### config.mk
export PLATFORM = sky130hd
export DESIGN_NAME = muldiv_unit_flat
export DESIGN_NICKNAME = d
export VERILOG_FILES = /design/src/rtl/muldiv_unit_if.sv /design/src/rtl/muldiv_unit.sv /design/src/flat_wrapper.sv
export SDC_FILE = /design/constraint.sdc
export NUM_CORES = 1
export LEC_CHECK = 0
export BUFFER_PORTS_ARGS = -buffer_cell sky130_fd_sc_hd__buf_2
export CELL_PAD_IN_SITES_DETAIL_PLACEMENT = 0
export CELL_PAD_IN_SITES_GLOBAL_PLACEMENT = 2
export CORE_ASPECT_RATIO = 1.25
export CORE_MARGIN = 3
export CORE_UTILIZATION = 36
export CTS_CLUSTER_SIZE = 25
export DETAILED_ROUTE_END_ITERATION = 16
export PLACE_DENSITY_LB_ADDON = 0.1
export SLEW_MARGIN = 20
export SYNTH_ARGS = -nofsm -noshare
export SYNTH_HDL_FRONTEND = slang
export SYNTH_SLANG_ARGS = --single-unit
### constraint.sdc
create_clock -name clk -period 4.5 [get_ports clk]
set_input_delay 0.675 -clock clk [delete_from_list [all_inputs] [get_ports clk]]
set_output_delay 0.675 -clock clk [all_outputs]
set_load 0.02 [all_outputs]
### src/rtl/muldiv_unit_if.sv
// muldiv_unit_if: request/response bundle between the execute stage and the
// iterative multiply/divide unit.
//   req_valid_i / req_ready_o  : request handshake (funct3_i, op1_data_i, op2_data_i)
//   flush_i                    : abort any operation in flight
//   resp_valid_o / resp_ready_i: result handshake (result_o)
//   busy_o                     : unit not idle; pipeline stalls on it
// master = pipeline side, slave = muldiv_unit side.
interface muldiv_unit_if #(
  parameter int unsigned WD_SIZE = 32
);
  logic               req_valid_i;
  logic               req_ready_o;
  logic [2:0]         funct3_i;
  logic [WD_SIZE-1:0] op1_data_i;
  logic [WD_SIZE-1:0] op2_data_i;
  logic               flush_i;
  logic               resp_valid_o;
  logic               resp_ready_i;
  logic [WD_SIZE-1:0] result_o;
  logic               busy_o;

  modport master (
    output req_valid_i, funct3_i, op1_data_i, op2_data_i, flush_i, resp_ready_i,
    input  req_ready_o, resp_valid_o, result_o, busy_o
  );

  modport slave (
    input  req_valid_i, funct3_i, op1_data_i, op2_data_i, flush_i, resp_ready_i,
    output req_ready_o, resp_valid_o, result_o, busy_o
  );
endinterface

### src/rtl/muldiv_unit.sv
// muldiv_unit: iterative RV32M multiply/divide unit.
//   clk     : core clock, rising edge
//   reset_n : asynchronous active-low reset
//   bus     : muldiv_unit_if.slave (request, flush, response, busy)
// One shift-add (multiply, LSB-first) or restoring shift-subtract (divide,
// MSB-first) step per cycle on operand magnitudes, followed by one sign-fix
// cycle. Divide-by-zero and signed overflow complete straight from IDLE.
module muldiv_unit #(
  parameter int unsigned WD_SIZE  = 32,
  parameter int unsigned CNT_SIZE = 6
) (
  input  logic          clk,
  input  logic          reset_n,
  muldiv_unit_if.slave  bus
);

  localparam logic [1:0] S_IDLE = 2'd0;
  localparam logic [1:0] S_CALC = 2'd1;
  localparam logic [1:0] S_FIX  = 2'd2;
  localparam logic [1:0] S_DONE = 2'd3;

  localparam logic [CNT_SIZE-1:0] CNT_LAST = CNT_SIZE'(WD_SIZE - 1);
  localparam logic [WD_SIZE-1:0]  MIN_NEG  = {1'b1, {(WD_SIZE-1){1'b0}}};

  logic [1:0]           state_q;
  logic [CNT_SIZE-1:0]  cnt_q;
  logic [2:0]           f3_q;
  logic                 neg_q;      // negate product / quotient
  logic                 neg_rem_q;  // remainder takes sign of op1
  logic [2*WD_SIZE-1:0] prod_q;     // {partial sum | remainder, multiplier | dividend/quotient}
  logic [WD_SIZE-1:0]   mcand_q;    // multiplicand or divisor magnitude
  logic [WD_SIZE-1:0]   result_q;

  // ---------------- operand preparation ----------------
  logic               op1_signed, op2_signed, op1_neg, op2_neg;
  logic [WD_SIZE-1:0] mag1, mag2;
  logic               is_div, div_zero, div_ovf, accept;
  logic [WD_SIZE-1:0] fast_result;

  always_comb begin
    op1_signed = (bus.funct3_i == 3'b001) || (bus.funct3_i == 3'b010) ||
                 (bus.funct3_i == 3'b100) || (bus.funct3_i == 3'b110);
    op2_signed = (bus.funct3_i == 3'b001) || (bus.funct3_i == 3'b100) ||
                 (bus.funct3_i == 3'b110);
    op1_neg    = op1_signed & bus.op1_data_i[WD_SIZE-1];
    op2_neg    = op2_signed & bus.op2_data_i[WD_SIZE-1];
    mag1       = op1_neg ? -bus.op1_data_i : bus.op1_data_i;
    mag2       = op2_neg ? -bus.op2_data_i : bus.op2_data_i;
    is_div     = bus.funct3_i[2];
    div_zero   = is_div && (bus.op2_data_i == '0);
    div_ovf    = is_div && !bus.funct3_i[0] &&
                 (bus.op1_data_i == MIN_NEG) && (bus.op2_data_i == '1);
    if (div_zero)
      fast_result = bus.funct3_i[1] ? bus.op1_data_i : '1;
    else
      fast_result = bus.funct3_i[1] ? '0 : bus.op1_data_i;
    accept     = (state_q == S_IDLE) && bus.req_valid_i && !bus.flush_i;
  end

  // ---------------- iteration step ----------------
  logic [WD_SIZE:0]     mul_sum;
  logic [2*WD_SIZE-1:0] mul_next;
  logic [WD_SIZE:0]     div_tmp, div_diff;
  logic                 div_ge;
  logic [WD_SIZE-1:0]   div_rem;
  logic [2*WD_SIZE-1:0] div_next;

  always_comb begin
    mul_sum  = {1'b0, prod_q[2*WD_SIZE-1:WD_SIZE]} +
               {1'b0, (prod_q[0] ? mcand_q : '0)};
    mul_next = {mul_sum, prod_q[WD_SIZE-1:1]};
    // Partial remainder stays below the divisor, so div_diff[WD_SIZE] is a clean borrow.
    div_tmp  = {prod_q[2*WD_SIZE-1:WD_SIZE], prod_q[WD_SIZE-1]};
    div_diff = div_tmp - {1'b0, mcand_q};
    div_ge   = !div_diff[WD_SIZE];
    div_rem  = div_ge ? div_diff[WD_SIZE-1:0] : div_tmp[WD_SIZE-1:0];
    div_next = {div_rem, prod_q[WD_SIZE-2:0], div_ge};
  end

  // ---------------- sign fix / result select ----------------
  logic [2*WD_SIZE-1:0] prod_fix;
  logic [WD_SIZE-1:0]   quo_fix, rem_fix, fix_result;

  always_comb begin
    prod_fix = neg_q ? -prod_q : prod_q;
    quo_fix  = neg_q ? -prod_q[WD_SIZE-1:0] : prod_q[WD_SIZE-1:0];
    rem_fix  = neg_rem_q ? -prod_q[2*WD_SIZE-1:WD_SIZE] : prod_q[2*WD_SIZE-1:WD_SIZE];
    case (f3_q)
      3'b000:                 fix_result = prod_fix[WD_SIZE-1:0];
      3'b001, 3'b010, 3'b011: fix_result = prod_fix[2*WD_SIZE-1:WD_SIZE];
      3'b100, 3'b101:         fix_result = quo_fix;
      default:                fix_result = rem_fix;
    endcase
  end

  // ---------------- sequencing ----------------
  always_ff @(posedge clk or negedge reset_n) begin
    if (!reset_n) begin
      state_q   <= S_IDLE;
      cnt_q     <= '0;
      f3_q      <= '0;
      neg_q     <= 1'b0;
      neg_rem_q <= 1'b0;
      prod_q    <= '0;
      mcand_q   <= '0;
      result_q  <= '0;
    end else begin
      case (state_q)
        S_IDLE: begin
          if (accept) begin
            f3_q      <= bus.funct3_i;
            neg_q     <= op1_neg ^ op2_neg;
            neg_rem_q <= op1_neg;
            if (div_zero || div_ovf) begin
              result_q <= fast_result;
              state_q  <= S_DONE;
            end else begin
              prod_q  <= {{WD_SIZE{1'b0}}, mag1};
              mcand_q <= mag2;
              cnt_q   <= '0;
              state_q <= S_CALC;
            end
          end
        end
        S_CALC: begin
          if (bus.flush_i) begin
            state_q <= S_IDLE;
          end else begin
            prod_q <= f3_q[2] ? div_next : mul_next;
            cnt_q  <= cnt_q + CNT_SIZE'(1);
            if (cnt_q == CNT_LAST) state_q <= S_FIX;
          end
        end
        S_FIX: begin
          if (bus.flush_i) begin
            state_q <= S_IDLE;
          end else begin
            result_q <= fix_result;
            state_q  <= S_DONE;
          end
        end
        default: begin
          // Flush wins over a simultaneous handshake; either way we leave DONE.
          if (bus.flush_i || bus.resp_ready_i) state_q <= S_IDLE;
        end
      endcase
    end
  end

  assign bus.req_ready_o  = (state_q == S_IDLE);
  assign bus.busy_o       = (state_q != S_IDLE);
  assign bus.resp_valid_o = (state_q == S_DONE);
  assign bus.result_o     = result_q;

endmodule

### src/flat_wrapper.sv
// flat-port wrapper written by rule: the top's interface ports become plain ports
module muldiv_unit_flat 
#(
  parameter int unsigned WD_SIZE  = 32,
  parameter int unsigned CNT_SIZE = 6
)
  (clk, reset_n, bus_req_valid_i, bus_funct3_i, bus_op1_data_i, bus_op2_data_i, bus_flush_i, bus_resp_ready_i, bus_req_ready_o, bus_resp_valid_o, bus_result_o, bus_busy_o);
  muldiv_unit_if #(.WD_SIZE(WD_SIZE)) bus_i ();
  input  logic clk;
  input  logic reset_n;
  input wire logic [$bits(bus_i.req_valid_i)-1:0] bus_req_valid_i;
  input wire logic [$bits(bus_i.funct3_i)-1:0] bus_funct3_i;
  input wire logic [$bits(bus_i.op1_data_i)-1:0] bus_op1_data_i;
  input wire logic [$bits(bus_i.op2_data_i)-1:0] bus_op2_data_i;
  input wire logic [$bits(bus_i.flush_i)-1:0] bus_flush_i;
  input wire logic [$bits(bus_i.resp_ready_i)-1:0] bus_resp_ready_i;
  output wire logic [$bits(bus_i.req_ready_o)-1:0] bus_req_ready_o;
  output wire logic [$bits(bus_i.resp_valid_o)-1:0] bus_resp_valid_o;
  output wire logic [$bits(bus_i.result_o)-1:0] bus_result_o;
  output wire logic [$bits(bus_i.busy_o)-1:0] bus_busy_o;
  assign bus_i.req_valid_i = bus_req_valid_i;
  assign bus_i.funct3_i = bus_funct3_i;
  assign bus_i.op1_data_i = bus_op1_data_i;
  assign bus_i.op2_data_i = bus_op2_data_i;
  assign bus_i.flush_i = bus_flush_i;
  assign bus_i.resp_ready_i = bus_resp_ready_i;
  assign bus_req_ready_o = bus_i.req_ready_o;
  assign bus_resp_valid_o = bus_i.resp_valid_o;
  assign bus_result_o = bus_i.result_o;
  assign bus_busy_o = bus_i.busy_o;
  muldiv_unit #(.WD_SIZE(WD_SIZE), .CNT_SIZE(CNT_SIZE)) u_core (.clk(clk), .reset_n(reset_n), .bus(bus_i));
endmodule
==> impl_metrics.py <==
metrics = {
    "layout": {
        "post-route-util_pct": 41.0,
        "drive_gt1_share_pct": 11.7,
        "final_nets": 2125,
        "diodes": 0,
        "nFillCells": 4167,
        "syn_to_final_growth_pct": 12.4,
    },
    "critical_path": {
        "crit_type": "flip-flop to flip-flop",
        "worstPathRequired_ps": 4860,
        "r2r_slack_ps": 330,
        "endpoint_kind": "flip-flop",
        "path_buf_inv": 2,
        "setup.worst_path.start_class": "flip-flop",
        "critPathMaxStageDelay_ps": 610,
        "worstPathMaxFanout": 5,
        "crit_family": "compound AO/OA/AOI/OAI gates",
        "crit_arrival_ps": 4520,
        "reg2reg_depth": 14,
        "reg2reg_to": "u_core.prod_q[63]",
        "r2r_start": "u_core.prod_q[31]",
        "slowest_stage": "a2111oi_0",
        "crit_chain": "inv_1, ha_1, fa_1, nor2b_1, o31a_1, o21ai_0, buf_4, o211ai_1, a31oi_1, a31oi_1, xnor2_2, a2111oi_0, o21ai_0, a32o_1",
        "setup.worst_path.start": "u_core.prod_q[31]",
    },
    "clocking": {
        "clock_path_buffers": 2,
        "path_clk_slew_ps": 70,
        "numCtsBuffers": 17,
        "cts_sinks": 141,
        "clock-root-buffer": "clkbuf_16",
        "clk_latency_ps": 470,
        "cts_tree": "done",
        "ctsResizeCount": 0,
        "post_cts_buffers": 0,
        "cts_max_level": 4,
        "hold_buffers": 0,
    },
    "logic_synthesis": {
        "ys_ff_latch": 141,
        "async_flop_share_pct": 100,
        "syn_inst": 1925,
        "seq_area_frac_synth_pct": 24.7,
        "synth_area_per_cell_sq_um": 7.43,
        "syn-cell-area_sq_um": 14300,
        "yosysWarnings": 0,
        "synth_flop_cell": "dfrtp_1",
        "synth_edf_count": 0,
        "syn_nets": 2069,
        "synth.distinct_cells": 75,
    },
    "timing": {
        "timing.final.crit_share_pct": 92.6,
        "finalSetupViolations": 0,
        "max_clock_freq_mhz": 240,
        "hold_viol": 0,
        "setup_tns_ps": 0,
        "finalCriticalPeriod_ps": 4170,
        "worstMarginPinSlew_ps": 1000,
        "relSlewSlack_pct": 32.9,
        "slew_violations": 0,
        "clock_skew_ps": 10.9,
        "rsz0062_at_grt": "false",
    },
    "die": {
        "die_area_sq_um": 42200,
        "initial_core_util_pct": 36.5,
        "die_h_um": 229,
        "rows": 81,
        "core-area_sq_um": 39200,
        "boundaryPins": 107,
        "fp.dieW_um": 184,
    },
    "detailed_routing": {
        "route.detailed.drc": 0,
        "post_drt_wl_per_cell_um": 21.0,
        "totalWireLength_um": 52400,
        "drt_first_pass_iters": 5,
        "drt_iter0_drc": 813,
        "vias": 14100,
        "ant_nets": 0,
        "vias_per_cell": 5.65,
    },
    "power": {
        "fin_total_pwr_w": 0.0115,
        "peakVddDrop_mv": 0.355,
        "leakage_nw": 6.97,
        "power_density_nw_per_um2": 718,
    },
    "hold_path": {
        "holdCritPathClass": "input port to async pin",
    },
    "global_route": {
        "grtUsageMet2_pct": 42.6,
        "track_usage_pct": 24.8,
        "grt_overflow": 0,
        "grt_use_met3_pct": 2.71,
        "top_usage_layer": "met2",
        "antenna_found_initial": 1,
        "use_met1_pct": 31.3,
        "grt_pass1_vias": 13800,
        "grt_pass1_wl_um": 81400,
        "grt_max_degree": 86,
    },
    "placement": {
        "post-dp-hpwl_um": 40500,
        "routabilityCongestion": 0.868,
        "numPortBuffers": 106,
    },
    "outcome": {
        "status": "complete, no violations",
    },
    "run": {
        "maxCapViolations": 0,
    },
}
[state kept, by name, summed over array words and instances, names as in the netlist]
signal               cells
u_core.bus.result_o     32
u_core.cnt_q             6
u_core.f3_q              3
u_core.mcand_q          32
u_core.neg_q             1
u_core.neg_rem_q         1
u_core.prod_q           64
u_core.state_q           2
[area by class of cell]
type | count | area [sq um] | area share [%]
Timing Repair Buffer | 165 | 1030 | 6.41
Clock inverter | 13 | 144 | 0.895
Inverter | 73 | 274 | 1.70
Sequential cell | 141 | 3530 | 22.0
Tap cell | 498 | 623 | 3.88
Clock buffer | 18 | 439 | 2.73
Multi-Input combinational cell | 1583 | 10000 | 62.4
[metal layers]
metal  part of all wire (%)  routed length (um)
met2                     49               25800
met3                    3.4                1770
met4                    4.1                2170
met5                  0.025                  13
met1                     43               22700
[cell usage in the layout (no fill, tap or decap), types with 45 or more instances in the layout]
| master | instances |
|---|---|
| mux2i_1 | 45 |
| buf_4 | 55 |
| xor2_1 | 83 |
| o21ai_0 | 255 |
| nand2_1 | 258 |
| ha_1 | 70 |
| a21oi_1 | 126 |
| buf_2 | 105 |
| xnor2_1 | 104 |
| nor2_1 | 166 |
| inv_1 | 72 |
| dfrtp_1 | 139 |
[worst max path at each step]
stage	to	cells after the start	slack, ps
global route	u_core.prod_q[63]	14	90
floorplan	u_core.bus.result_o[29]	10	710
CTS	u_core.prod_q[63]	14	310
finish	u_core.prod_q[63]	14	330
global placement	u_core.bus.result_o[23]	12	210
detailed placement	u_core.bus.result_o[24]	12	170
[cells by family after synthesis]
logic type | share of synthesized area [%]
compound gates | 26.2
buf+inv | 5.54
simple gates | 20.3
flops | 24.7
fa+ha+maj | 8.30
mux | 3.47
xor+xnor | 11.5
[stage by stage]
step / instances / worst slack, ps / area (sq um) / hold WS [ps]
floorplan: 1925 / 706 / 14300 / 379
global placement: 2460 / 212 / 15500 / 465
detailed placement: 2460 / 174 / 15500 / 475
CTS: 2491 / 307 / 16100 / 322
global route: 2491 / 94.4 / 16100 / 347
finish: 2491 / 332 / 16100 / 281
[Yosys cell counts (18+ instances only)]
library cell | number | area share [%]
nand2_1 | 258 | 6.8
nor4_1 | 21 | 0.92
dfrtp_1 | 141 | 25
nor3_1 | 31 | 1.1
inv_1 | 72 | 1.9
nand2b_1 | 21 | 0.92
a31oi_1 | 20 | 0.88
mux2i_1 | 45 | 3.2
o31ai_1 | 24 | 1.3
xnor2_1 | 105 | 6.4
o221ai_1 | 18 | 1.1
o21ai_0 | 255 | 8.9
nand3_1 | 34 | 1.2
maj3_1 | 27 | 1.9
or3_1 | 20 | 0.88
a21oi_1 | 126 | 4.4
xor2_1 | 83 | 5.1
clkbuf_1 | 95 | 2.5
a21o_1 | 24 | 1.3
nor2_1 | 167 | 4.4
ha_1 | 70 | 6.1
o22ai_1 | 24 | 1.1
[power by group]
part / switching, W / total (W) / internal (W) / leakage [nW]
clock: 0.000641 / 0.00147 / 0.000828 / 0.274
sequential: 0.000683 / 0.00247 / 0.00178 / 1.80
combinational: 0.00479 / 0.00761 / 0.00282 / 4.90
total: 0.00611 / 0.0115 / 0.00543 / 6.97
Power figures use the tool's default switching activity.
